File: config.mk
export PLATFORM = sky130hd
export DESIGN_NAME = lif_array_controller_flat
export DESIGN_NICKNAME = d
export VERILOG_FILES = /design/src/rtl/lif_array_controller_if.sv /design/src/rtl/lif_array_controller.sv /design/src/flat_wrapper.sv
export SDC_FILE = /design/constraint.sdc
export NUM_CORES = 1
export LEC_CHECK = 0
export ABC_AREA = 0
export CAP_MARGIN = 20
export CORE_ASPECT_RATIO = 0.7
export CORE_UTILIZATION = 45
export CTS_CLUSTER_SIZE = 8
export DETAILED_ROUTE_END_ITERATION = 7
export PLACE_DENSITY = 0.8
export SYNTH_ARGS = -nofsm -noshare
export SYNTH_HDL_FRONTEND = slang
export SYNTH_SLANG_ARGS = --single-unit
File: constraint.sdc
create_clock -name clk -period 3.8 [get_ports clk]
set_clock_uncertainty 0.05 [all_clocks]
set_input_delay 0.76 -clock clk [delete_from_list [all_inputs] [get_ports clk]]
set_output_delay 0.76 -clock clk [all_outputs]
set_load 0.03 [all_outputs]
File: src/rtl/lif_array_controller_if.sv
// Signal bundle between the LIF array controller, the host start request and the
// shared LIF datapath with its per-channel state file.
interface lif_array_controller_if #(
  parameter int N_CH = 4,
  parameter int CH_W = 2
);
  logic            start;
  logic            i_co;
  logic            spike_out;
  logic [CH_W-1:0] ch_idx;
  logic            s_load;
  logic            v_load;
  logic            x_load;
  logic            v_rest_init;
  logic            v_th_init;
  logic            s_init;
  logic            v_init;
  logic            x_init;
  logic            i_init;
  logic            s_shift;
  logic            i_en;
  logic            v_sel;
  logic            b_sel;
  logic            spike_load;
  logic            spike_init;
  logic [1:0]      a_sel;
  logic [1:0]      alu_sel;
  logic            ch_valid;
  logic [N_CH-1:0] spike_vec;
  logic            frame_done;
  logic            busy;

  modport master (
    input  start, i_co, spike_out,
    output ch_idx, s_load, v_load, x_load, v_rest_init, v_th_init, s_init, v_init,
           x_init, i_init, s_shift, i_en, v_sel, b_sel, spike_load, spike_init,
           a_sel, alu_sel, ch_valid, spike_vec, frame_done, busy
  );

  modport slave (
    output start, i_co, spike_out,
    input  ch_idx, s_load, v_load, x_load, v_rest_init, v_th_init, s_init, v_init,
           x_init, i_init, s_shift, i_en, v_sel, b_sel, spike_load, spike_init,
           a_sel, alu_sel, ch_valid, spike_vec, frame_done, busy
  );
endinterface

File: src/rtl/lif_array_controller.sv
// Frame controller sharing one LIF datapath across N_CH neurons in sequence.
// Define LIF_REFRACTORY_EN to add per-neuron refractory counters and the SKIP state.
module lif_array_controller #(
  parameter int N_CH        = 4,
  parameter int CH_W        = 2,
  parameter int LEAK_SHIFTS = 2,
  parameter int REF_CYCLES  = 3,
  parameter int REF_W       = 2
) (
  input  logic                  clk,
  input  logic                  rst,
  lif_array_controller_if.master bus
);

  localparam logic [3:0] S_IDLE   = 4'd0;
  localparam logic [3:0] S_INIT   = 4'd1;
  localparam logic [3:0] S_LOAD   = 4'd2;
  localparam logic [3:0] S_CAL1   = 4'd3;
  localparam logic [3:0] S_LEAK   = 4'd4;
  localparam logic [3:0] S_CAL3   = 4'd5;
  localparam logic [3:0] S_CAL4   = 4'd6;
  localparam logic [3:0] S_GET_V  = 4'd7;
  localparam logic [3:0] S_GET_S  = 4'd8;
  localparam logic [3:0] S_HAVE_S = 4'd9;
  localparam logic [3:0] S_NO_S   = 4'd10;
  localparam logic [3:0] S_NEXT   = 4'd11;
  localparam logic [3:0] S_DONE   = 4'd12;
`ifdef LIF_REFRACTORY_EN
  localparam logic [3:0] S_SKIP   = 4'd13;
`endif

  localparam int LK_W = (LEAK_SHIFTS > 1) ? $clog2(LEAK_SHIFTS) : 1;

  logic [3:0]      state_q, state_d;
  logic [CH_W-1:0] ch_idx_q, ch_idx_d;
  logic [LK_W-1:0] leak_cnt_q, leak_cnt_d;
  logic [N_CH-1:0] spike_vec_q;
  logic [N_CH-1:0] ch_sel;

  // One-hot decode of the active channel, shared by the spike vector and counters.
  generate
    for (genvar gi = 0; gi < N_CH; gi++) begin : g_ch_sel
      assign ch_sel[gi] = (ch_idx_q == CH_W'(gi));
    end
  endgenerate

`ifdef LIF_REFRACTORY_EN
  logic [REF_W-1:0] ref_cnt_q [N_CH];
  logic [N_CH-1:0]  ref_nz;
  logic             ref_hit;

  generate
    for (genvar gi = 0; gi < N_CH; gi++) begin : g_ref_nz
      assign ref_nz[gi] = (ref_cnt_q[gi] != '0);
    end
  endgenerate

  assign ref_hit = |(ref_nz & ch_sel);

  // Counters survive across frames; only reset clears them.
  always_ff @(posedge clk or negedge rst) begin
    if (!rst) begin
      for (int i = 0; i < N_CH; i++) ref_cnt_q[i] <= '0;
    end else begin
      for (int i = 0; i < N_CH; i++) begin
        if (ch_sel[i] && state_q == S_HAVE_S) begin
          ref_cnt_q[i] <= REF_W'(REF_CYCLES);
        end else if (ch_sel[i] && state_q == S_SKIP) begin
          ref_cnt_q[i] <= ref_cnt_q[i] - REF_W'(1);
        end
      end
    end
  end
`else
  logic [REF_W-1:0] ref_cfg_unused;
  assign ref_cfg_unused = REF_W'(REF_CYCLES);
`endif

  always_comb begin
    state_d    = state_q;
    ch_idx_d   = ch_idx_q;
    leak_cnt_d = leak_cnt_q;
    case (state_q)
      S_IDLE:   if (bus.start) state_d = S_INIT;
      S_INIT: begin
        ch_idx_d = '0;
        if (!bus.start) state_d = S_LOAD;
      end
      S_LOAD: begin
`ifdef LIF_REFRACTORY_EN
        state_d = ref_hit ? S_SKIP : S_CAL1;
`else
        state_d = S_CAL1;
`endif
      end
      S_CAL1:   state_d = S_LEAK;
      S_LEAK: begin
        if (leak_cnt_q == LK_W'(LEAK_SHIFTS - 1)) begin
          leak_cnt_d = '0;
          state_d    = S_CAL3;
        end else begin
          leak_cnt_d = leak_cnt_q + LK_W'(1);
        end
      end
      S_CAL3:   state_d = S_CAL4;
      S_CAL4:   if (bus.i_co) state_d = S_GET_V;
      S_GET_V:  state_d = S_GET_S;
      S_GET_S:  state_d = bus.spike_out ? S_HAVE_S : S_NO_S;
      S_HAVE_S: state_d = S_NEXT;
      S_NO_S:   state_d = S_NEXT;
`ifdef LIF_REFRACTORY_EN
      S_SKIP:   state_d = S_NEXT;
`endif
      S_NEXT: begin
        if (ch_idx_q == CH_W'(N_CH - 1)) begin
          state_d = S_DONE;
        end else begin
          ch_idx_d = ch_idx_q + CH_W'(1);
          state_d  = S_LOAD;
        end
      end
      S_DONE: begin
        ch_idx_d = '0;
        state_d  = S_IDLE;
      end
      default:  state_d = S_IDLE;
    endcase
  end

  always_ff @(posedge clk or negedge rst) begin
    if (!rst) begin
      state_q    <= S_IDLE;
      ch_idx_q   <= '0;
      leak_cnt_q <= '0;
    end else begin
      state_q    <= state_d;
      ch_idx_q   <= ch_idx_d;
      leak_cnt_q <= leak_cnt_d;
    end
  end

  // A skipped (refractory) channel never sets its bit, so it reads 0 for that frame.
  always_ff @(posedge clk or negedge rst) begin
    if (!rst) begin
      spike_vec_q <= '0;
    end else if (state_q == S_INIT) begin
      spike_vec_q <= '0;
    end else if (state_q == S_HAVE_S) begin
      spike_vec_q <= spike_vec_q | ch_sel;
    end
  end

  always_comb begin
    bus.s_load      = 1'b0;
    bus.v_load      = 1'b0;
    bus.x_load      = 1'b0;
    bus.v_rest_init = 1'b0;
    bus.v_th_init   = 1'b0;
    bus.s_init      = 1'b0;
    bus.v_init      = 1'b0;
    bus.x_init      = 1'b0;
    bus.i_init      = 1'b0;
    bus.s_shift     = 1'b0;
    bus.i_en        = 1'b0;
    bus.v_sel       = 1'b0;
    bus.b_sel       = 1'b0;
    bus.spike_load  = 1'b0;
    bus.spike_init  = 1'b0;
    bus.a_sel       = 2'd0;
    bus.alu_sel     = 2'd0;
    bus.ch_valid    = 1'b0;
    bus.frame_done  = 1'b0;
    case (state_q)
      S_IDLE:   bus.v_sel = 1'b1;
      S_INIT: begin
        bus.s_init     = 1'b1;
        bus.x_init     = 1'b1;
        bus.i_init     = 1'b1;
        bus.spike_init = 1'b1;
      end
      S_LOAD:   bus.s_load = 1'b1;
      S_CAL1: begin
        bus.alu_sel = 2'd1;
        bus.x_load  = 1'b1;
      end
      S_LEAK: begin
        bus.a_sel   = 2'd1;
        bus.alu_sel = 2'd3;
        bus.x_load  = 1'b1;
      end
      S_CAL3: begin
        bus.a_sel  = 2'd1;
        bus.x_load = 1'b1;
      end
      S_CAL4: begin
        bus.i_en    = 1'b1;
        bus.a_sel   = 2'd1;
        bus.b_sel   = 1'b1;
        bus.x_load  = 1'b1;
        bus.s_shift = 1'b1;
      end
      S_GET_V:  bus.v_load = 1'b1;
      S_GET_S: begin
        bus.a_sel      = 2'd2;
        bus.alu_sel    = 2'd2;
        bus.spike_load = 1'b1;
      end
      S_HAVE_S: begin
        bus.v_sel    = 1'b1;
        bus.v_load   = 1'b1;
        bus.ch_valid = 1'b1;
      end
      S_NO_S:   bus.ch_valid = 1'b1;
`ifdef LIF_REFRACTORY_EN
      S_SKIP:   bus.ch_valid = 1'b1;
`endif
      S_DONE:   bus.frame_done = 1'b1;
      default:  ;
    endcase
  end

  assign bus.ch_idx    = ch_idx_q;
  assign bus.spike_vec = spike_vec_q;
  assign bus.busy      = (state_q != S_IDLE);

endmodule
File: src/flat_wrapper.sv
// flat-port wrapper written by rule: the top's interface ports become plain ports
module lif_array_controller_flat 
#(
  parameter int N_CH        = 4,
  parameter int CH_W        = 2,
  parameter int LEAK_SHIFTS = 2,
  parameter int REF_CYCLES  = 3,
  parameter int REF_W       = 2
)
  (clk, rst, bus_start, bus_i_co, bus_spike_out, bus_ch_idx, bus_s_load, bus_v_load, bus_x_load, bus_v_rest_init, bus_v_th_init, bus_s_init, bus_v_init, bus_x_init, bus_i_init, bus_s_shift, bus_i_en, bus_v_sel, bus_b_sel, bus_spike_load, bus_spike_init, bus_a_sel, bus_alu_sel, bus_ch_valid, bus_spike_vec, bus_frame_done, bus_busy);
  lif_array_controller_if #(.N_CH(N_CH), .CH_W(CH_W)) bus_i ();
  input  logic clk;
  input  logic rst;
  input wire logic [$bits(bus_i.start)-1:0] bus_start;
  input wire logic [$bits(bus_i.i_co)-1:0] bus_i_co;
  input wire logic [$bits(bus_i.spike_out)-1:0] bus_spike_out;
  output wire logic [$bits(bus_i.ch_idx)-1:0] bus_ch_idx;
  output wire logic [$bits(bus_i.s_load)-1:0] bus_s_load;
  output wire logic [$bits(bus_i.v_load)-1:0] bus_v_load;
  output wire logic [$bits(bus_i.x_load)-1:0] bus_x_load;
  output wire logic [$bits(bus_i.v_rest_init)-1:0] bus_v_rest_init;
  output wire logic [$bits(bus_i.v_th_init)-1:0] bus_v_th_init;
  output wire logic [$bits(bus_i.s_init)-1:0] bus_s_init;
  output wire logic [$bits(bus_i.v_init)-1:0] bus_v_init;
  output wire logic [$bits(bus_i.x_init)-1:0] bus_x_init;
  output wire logic [$bits(bus_i.i_init)-1:0] bus_i_init;
  output wire logic [$bits(bus_i.s_shift)-1:0] bus_s_shift;
  output wire logic [$bits(bus_i.i_en)-1:0] bus_i_en;
  output wire logic [$bits(bus_i.v_sel)-1:0] bus_v_sel;
  output wire logic [$bits(bus_i.b_sel)-1:0] bus_b_sel;
  output wire logic [$bits(bus_i.spike_load)-1:0] bus_spike_load;
  output wire logic [$bits(bus_i.spike_init)-1:0] bus_spike_init;
  output wire logic [$bits(bus_i.a_sel)-1:0] bus_a_sel;
  output wire logic [$bits(bus_i.alu_sel)-1:0] bus_alu_sel;
  output wire logic [$bits(bus_i.ch_valid)-1:0] bus_ch_valid;
  output wire logic [$bits(bus_i.spike_vec)-1:0] bus_spike_vec;
  output wire logic [$bits(bus_i.frame_done)-1:0] bus_frame_done;
  output wire logic [$bits(bus_i.busy)-1:0] bus_busy;
  assign bus_i.start = bus_start;
  assign bus_i.i_co = bus_i_co;
  assign bus_i.spike_out = bus_spike_out;
  assign bus_ch_idx = bus_i.ch_idx;
  assign bus_s_load = bus_i.s_load;
  assign bus_v_load = bus_i.v_load;
  assign bus_x_load = bus_i.x_load;
  assign bus_v_rest_init = bus_i.v_rest_init;
  assign bus_v_th_init = bus_i.v_th_init;
  assign bus_s_init = bus_i.s_init;
  assign bus_v_init = bus_i.v_init;
  assign bus_x_init = bus_i.x_init;
  assign bus_i_init = bus_i.i_init;
  assign bus_s_shift = bus_i.s_shift;
  assign bus_i_en = bus_i.i_en;
  assign bus_v_sel = bus_i.v_sel;
  assign bus_b_sel = bus_i.b_sel;
  assign bus_spike_load = bus_i.spike_load;
  assign bus_spike_init = bus_i.spike_init;
  assign bus_a_sel = bus_i.a_sel;
  assign bus_alu_sel = bus_i.alu_sel;
  assign bus_ch_valid = bus_i.ch_valid;
  assign bus_spike_vec = bus_i.spike_vec;
  assign bus_frame_done = bus_i.frame_done;
  assign bus_busy = bus_i.busy;
  lif_array_controller #(.N_CH(N_CH), .CH_W(CH_W), .LEAK_SHIFTS(LEAK_SHIFTS), .REF_CYCLES(REF_CYCLES), .REF_W(REF_W)) u_core (.clk(clk), .rst(rst), .bus(bus_i));
endmodule
== Word-level counts from Yosys, hierarchy flattened ==
Index checks and enable logic that the tools add are counted.
W data, S select, Z words.

* Register bits: 11
* Input port bits: 5

* Add/subtract/negate cells: 2
* Equal/unequal tests: 20
* Mux-type cells: 23
* Bitwise gates (word level): 1
* Reductions and logical operators: 13

{| class="wikitable"
|+ Operators by type and width
! operator !! count
|-
| $pmux W4 S11 || 1
|-
| $mux W4 || 7
|-
| $eq A4 B4 Y1 const B || 5
|-
| $eq A4 B3 Y1 const B || 4
|-
| $mux W1 || 10
|-
| $eq A4 B2 Y1 const B || 2
|-
| $ne A2 B2 Y1 const B || 4
|-
| $pmux W2 S2 || 2
|-
| $reduce_or A2 Y1 || 4
|-
| $pmux W2 S3 || 1
|-
| $eq A2 B2 Y1 const B || 2
|-
| $eq A4 B1 Y1 const B || 1
|-
| $logic_not A4 Y1 || 1
|-
| $mux W2 || 2
|-
| $or A4 B4 Y4 || 1
|-
| $reduce_and A4 Y1 || 1
|-
| $reduce_bool A2 Y1 || 2
|-
| $reduce_bool A4 Y1 || 1
|-
| $reduce_or A4 Y1 || 1
|-
| $reduce_or A3 Y1 || 1
|-
| $add A2 B1 Y2 const B || 1
|-
| $eq A2 B1 Y1 const B || 1
|-
| $logic_not A2 Y1 || 1
|-
| $ne A2 B1 Y1 const B || 1
|-
| 2 further kinds || 2
|}

== Logic depth before layout (Yosys ltp) ==
* Depth after elaboration: 4
* Depth in mapped cells: 6
* Gate-level depth less buffers: 5

== Worst setup path after synthesis ==
Ideal clock, no wire load.

* Path type: reg2out
* Start point: reg u_core.state_q[0]
* End point: out bus_a_sel[1]
* Arrival time: 1.570 ns
* Required time: 2.990 ns
* Path slack: 1.420 ns
* Cell stages (with the launch flop): 5
* Path buffers: 2
* Path through: dfrtp_1 > buf_2 > or2_2 > nor2_1 > buf_4

* Word-level cells in the longest chain between the ends: 3
* Elaborated cells between the ends (all ways): 6

{| class="wikitable"
|+ RTL lines
! element !! line !! text
|-
| start, declared || lif_array_controller.sv:34 || <nowiki>logic [3:0] state_q, state_d;</nowiki>
|-
| start signal, assigned || lif_array_controller.sv:136 || <nowiki>state_q <= state_d;</nowiki>
|-
| $eq A4 B3 Y1 || lif_array_controller.sv:173 || <nowiki>case (state_q)</nowiki>
|-
| $reduce_or A3 Y1 (no source line) || n/a ||
|-
| $pmux W2 S2 * || lif_array_controller.sv:173 ||
|-
| end, declared || flat_wrapper.sv:33 || <nowiki>output wire logic [$bits(bus_i.a_sel)-1:0] bus_a_sel;</nowiki>
|}

Every way passes the cells marked *; elsewhere a longest branch is shown, timed or not.

== Final worst setup path ==
* Start point: reg u_core.state_q[1]
* End point: out bus_x_load

* Word-level cells in the longest chain between the ends: 3
* Elaborated cells between the ends (all ways): 6

{| class="wikitable"
|+ RTL lines
! element !! line !! text
|-
| $eq A4 B3 Y1 or $eq A4 B2 Y1 (tied branches) || lif_array_controller.sv:173 ||
|-
| $reduce_or A4 Y1 (no source line) * || n/a ||
|-
| $mux W1 * || lif_array_controller.sv:173 ||
|-
| end, declared || flat_wrapper.sv:20 || <nowiki>output wire logic [$bits(bus_i.x_load)-1:0] bus_x_load;</nowiki>
|}

Marked as above.

==> impl_metrics.yaml <==
logic_synthesis:
  synthArstFlopShare: 1.000
  ys.flop_type: "dfrtp_1"
  synth_adder_area_share: 0.05961
  yosys.area_share.simple: 0.2623
  synth_top_family_by_area: "simple AND/OR/NAND/NOR gates"
  synth-edff-count: 0
  synth-compound-area-share: 0.1654
  synthCells: 105
  synth_mux_area_frac: 0
  ys.warnings.count: 0
  avgSynthCellArea_um2: 7.996
  ys_types: 32
  ys_seq_area_frac: 0.3279
  synth-seq-cells: 11
  netlist_area_um2: 839.6
  synthXorXnorAreaFrac: 0.03130
worst_setup_path:
  crit_type: "reg2out"
  r2r_end: "u_core.state_q[1]"
  rrSetupSlack_ns: 2.16
  worstSetupStartpointType: "register"
  crit_arrival_ns: 2.28
  path_cells: "nand2_1, xor2_1, nor2_1, clkdlybuf4s50_1"
  setup.worst_path.start: "u_core.state_q[1]"
  ff2ff_path_depth: 4
  required_ns: 2.99
  path_max_fanout: 18
  worstSetupEndpointType: "output pin"
  max_stage_delay_ns: 0.70
  endpoint: "bus_x_load"
  crit_slowest_cell: "dfrtp_1"
  r2r_start: "u_core.state_q[1]"
drt:
  vias_per_cell: 5.616
  drc_errors: 0
  wl_per_cell_um: 14.65
  drt-initial-drc-count: 35
  first_pass_iters: 4
  wirelength_mm: 2.139
  postRouteAntennaNets: 0
  vias: 820
timing:
  grt_setup_unrepaired: "no"
  hold_viol_final: 0
  holdWs_ns: 0.4588
  post-route-period-util: 0.8120
  tightest_slew_ns: 0.5871
  layout_min_cycle_time_ns: 3.085
  slew_viol_final: 0
  setup_viol: 0
  setup_tns_ns: 0
  maxSlewHeadroom: 0.6086
  fmax_ghz: 0.3241
power_and_ir_drop:
  netSwitchingFraction: 0.5439
  clkPwrFrac: 0.079
  leakagePower_uw: 0.0004629
  p_int_uw: 481.9
  power_density_nw_per_um2: 978.5
  p_sw_uw: 574.6
  power.total_uw: 1057
  vdd_drop_max_mv: 0.5461
  pwr-share-seq: 0.247
  p_comb_frac: 0.674
cells_and_area:
  fin_util: 0.6479
  diodes: 0
  num-fill-cells: 142
  syn2layout_area_growth_pct: 28.61
  layout_commonest_cell: "clkdlybuf4s50_1"
  final_cells: 146
  layout-drive-gt1-share: 0.04800
  nNetsFinal: 135
  final_cell_mix: "clkdlybuf4s50_1, nor2_1, a21oi_1, dfrtp_1, nand2_1"
clock_network:
  root_buffer: "clkbuf_4"
  cts_buffer_depth: 2
  cts_tree: "done"
  clkSlewWorstSetupHoldPaths_ns: 0.08
  cts_hold_buf: 0
  htree_levels: 1
  cts_resized: 0
  cts_buffers: 3
  cts_setup_buffers: 0
  cts_sinks: 11
  clk_latency_ns: 0.27
grt:
  grt_max_degree: 20
  overflow: 0
  grt_pass1_vias: 673
  grt_usage: 0.2277
  antenna_found_initial: 0
  grt_first_pass_wirelength_mm: 3.194
worst_hold_path:
  min_path_type: "reg2reg"
  hp-start: "u_core.bus.spike_vec[1]"
run_status:
  status: "complete, no violations"
placed_design:
  dp.cells: 142
  routabilityCongestion: 0.9209
  dp_hpwl_mm: 1.577
  port_buffers: 29
floorplan:
  num_io_pins: 33
  die_h_um: 38.14
  core-area_um2: 1667
  floorplan.initialDensity: 0.5038
  rows: 12
  die_area_um2: 2045
  die_x_um: 53.63
job:
  cap_viol_max_count: 0
[per-layer routing]
layer / wire (um) / GRT usage / up-vias
met1: 939 / 0.3019 / 383
met4: 38 / 0.04605 / 0
met5: 0 / 0 / -
li1: - / - / 385
met2: 991 / 0.3594 / 44
met3: 169 / 0.07540 / 8
[flip-flops by register name, indices dropped and copies added (netlist names)]
name / cells
u_core.bus.ch_idx: 2
u_core.bus.spike_vec: 4
u_core.leak_cnt_q: 1
u_core.state_q: 4
[worst min-delay path by stage]
stage,to,slack [ns],cells past startpoint
after floorplan,u_core.leak_cnt_q,0.38,1
after global placement,u_core.leak_cnt_q,0.41,1
after CTS,u_core.leak_cnt_q,0.46,1
final,u_core.bus.spike_vec[1],0.46,2
after global routing,u_core.leak_cnt_q,0.47,1
after detailed placement,u_core.bus.spike_vec[1],0.44,2
[cell usage after synthesis, drive strengths merged, types with 2 or more instances]
cell type | instances | area (um2)
nor2 | 20 | 75.07
buf | 15 | 110.1
a21oi | 11 | 55.05
dfrtp | 11 | 275.3
nand2 | 6 | 25.03
o21ai | 5 | 25.02
ha | 4 | 50.05
inv | 4 | 15.01
nor3 | 4 | 20.02
nand2b | 3 | 18.77
xor2 | 3 | 26.28
nand3 | 2 | 10.01
o21bai | 2 | 15.01
[per-stage QoR]
step / area [um2] / setup WS, ns
floorplan: 847.1 / 1.420
global placement: 1054 / 1.123
detailed placement: 1054 / 1.061
CTS: 1080 / 0.7568
global route: 1080 / 0.6173
finish: 1080 / 0.7145
[power by group through the flow]
stage               combinational [uW]  clock (uW)  sequential (uW)
finish                             712        83.1              261
CTS                                713        83.8              257
detailed placement                 708           0              258
global placement                   696           0              251
floorplan                          570           0              201
global route                       757        89.4              268
[area by class of cell]
type,count,area (um2),share of cell area
well taps,21,26.28,0.02433
clock buffers,4,26.28,0.02433
inverters,4,15.01,0.01390
multi-input cells,77,446.7,0.4137
repair buffers,29,290.3,0.2688
flip-flops and latches,11,275.3,0.2549
[logic make-up (layout without fill, tap and decap cells)]
| family | Yosys count | after routing |
|---|---|---|
| other cells | 1 | 3 |
| fa+ha+maj | 4 | 4 |
| flops | 11 | 11 |
| buf+inv | 19 | 37 |
| compound gates | 24 | 24 |
| xor+xnor | 3 | 3 |
| simple gates | 43 | 43 |
[critical path: cells and delay by family (launching register included)]
kind	cells	cell delay, ns
flip-flops	1	0.70
XOR/XNOR	1	0.21
AND/OR/NAND/NOR	2	0.40
buffers and inverters	1	0.69
No activity file was read; power rests on OpenSTA's default activity.
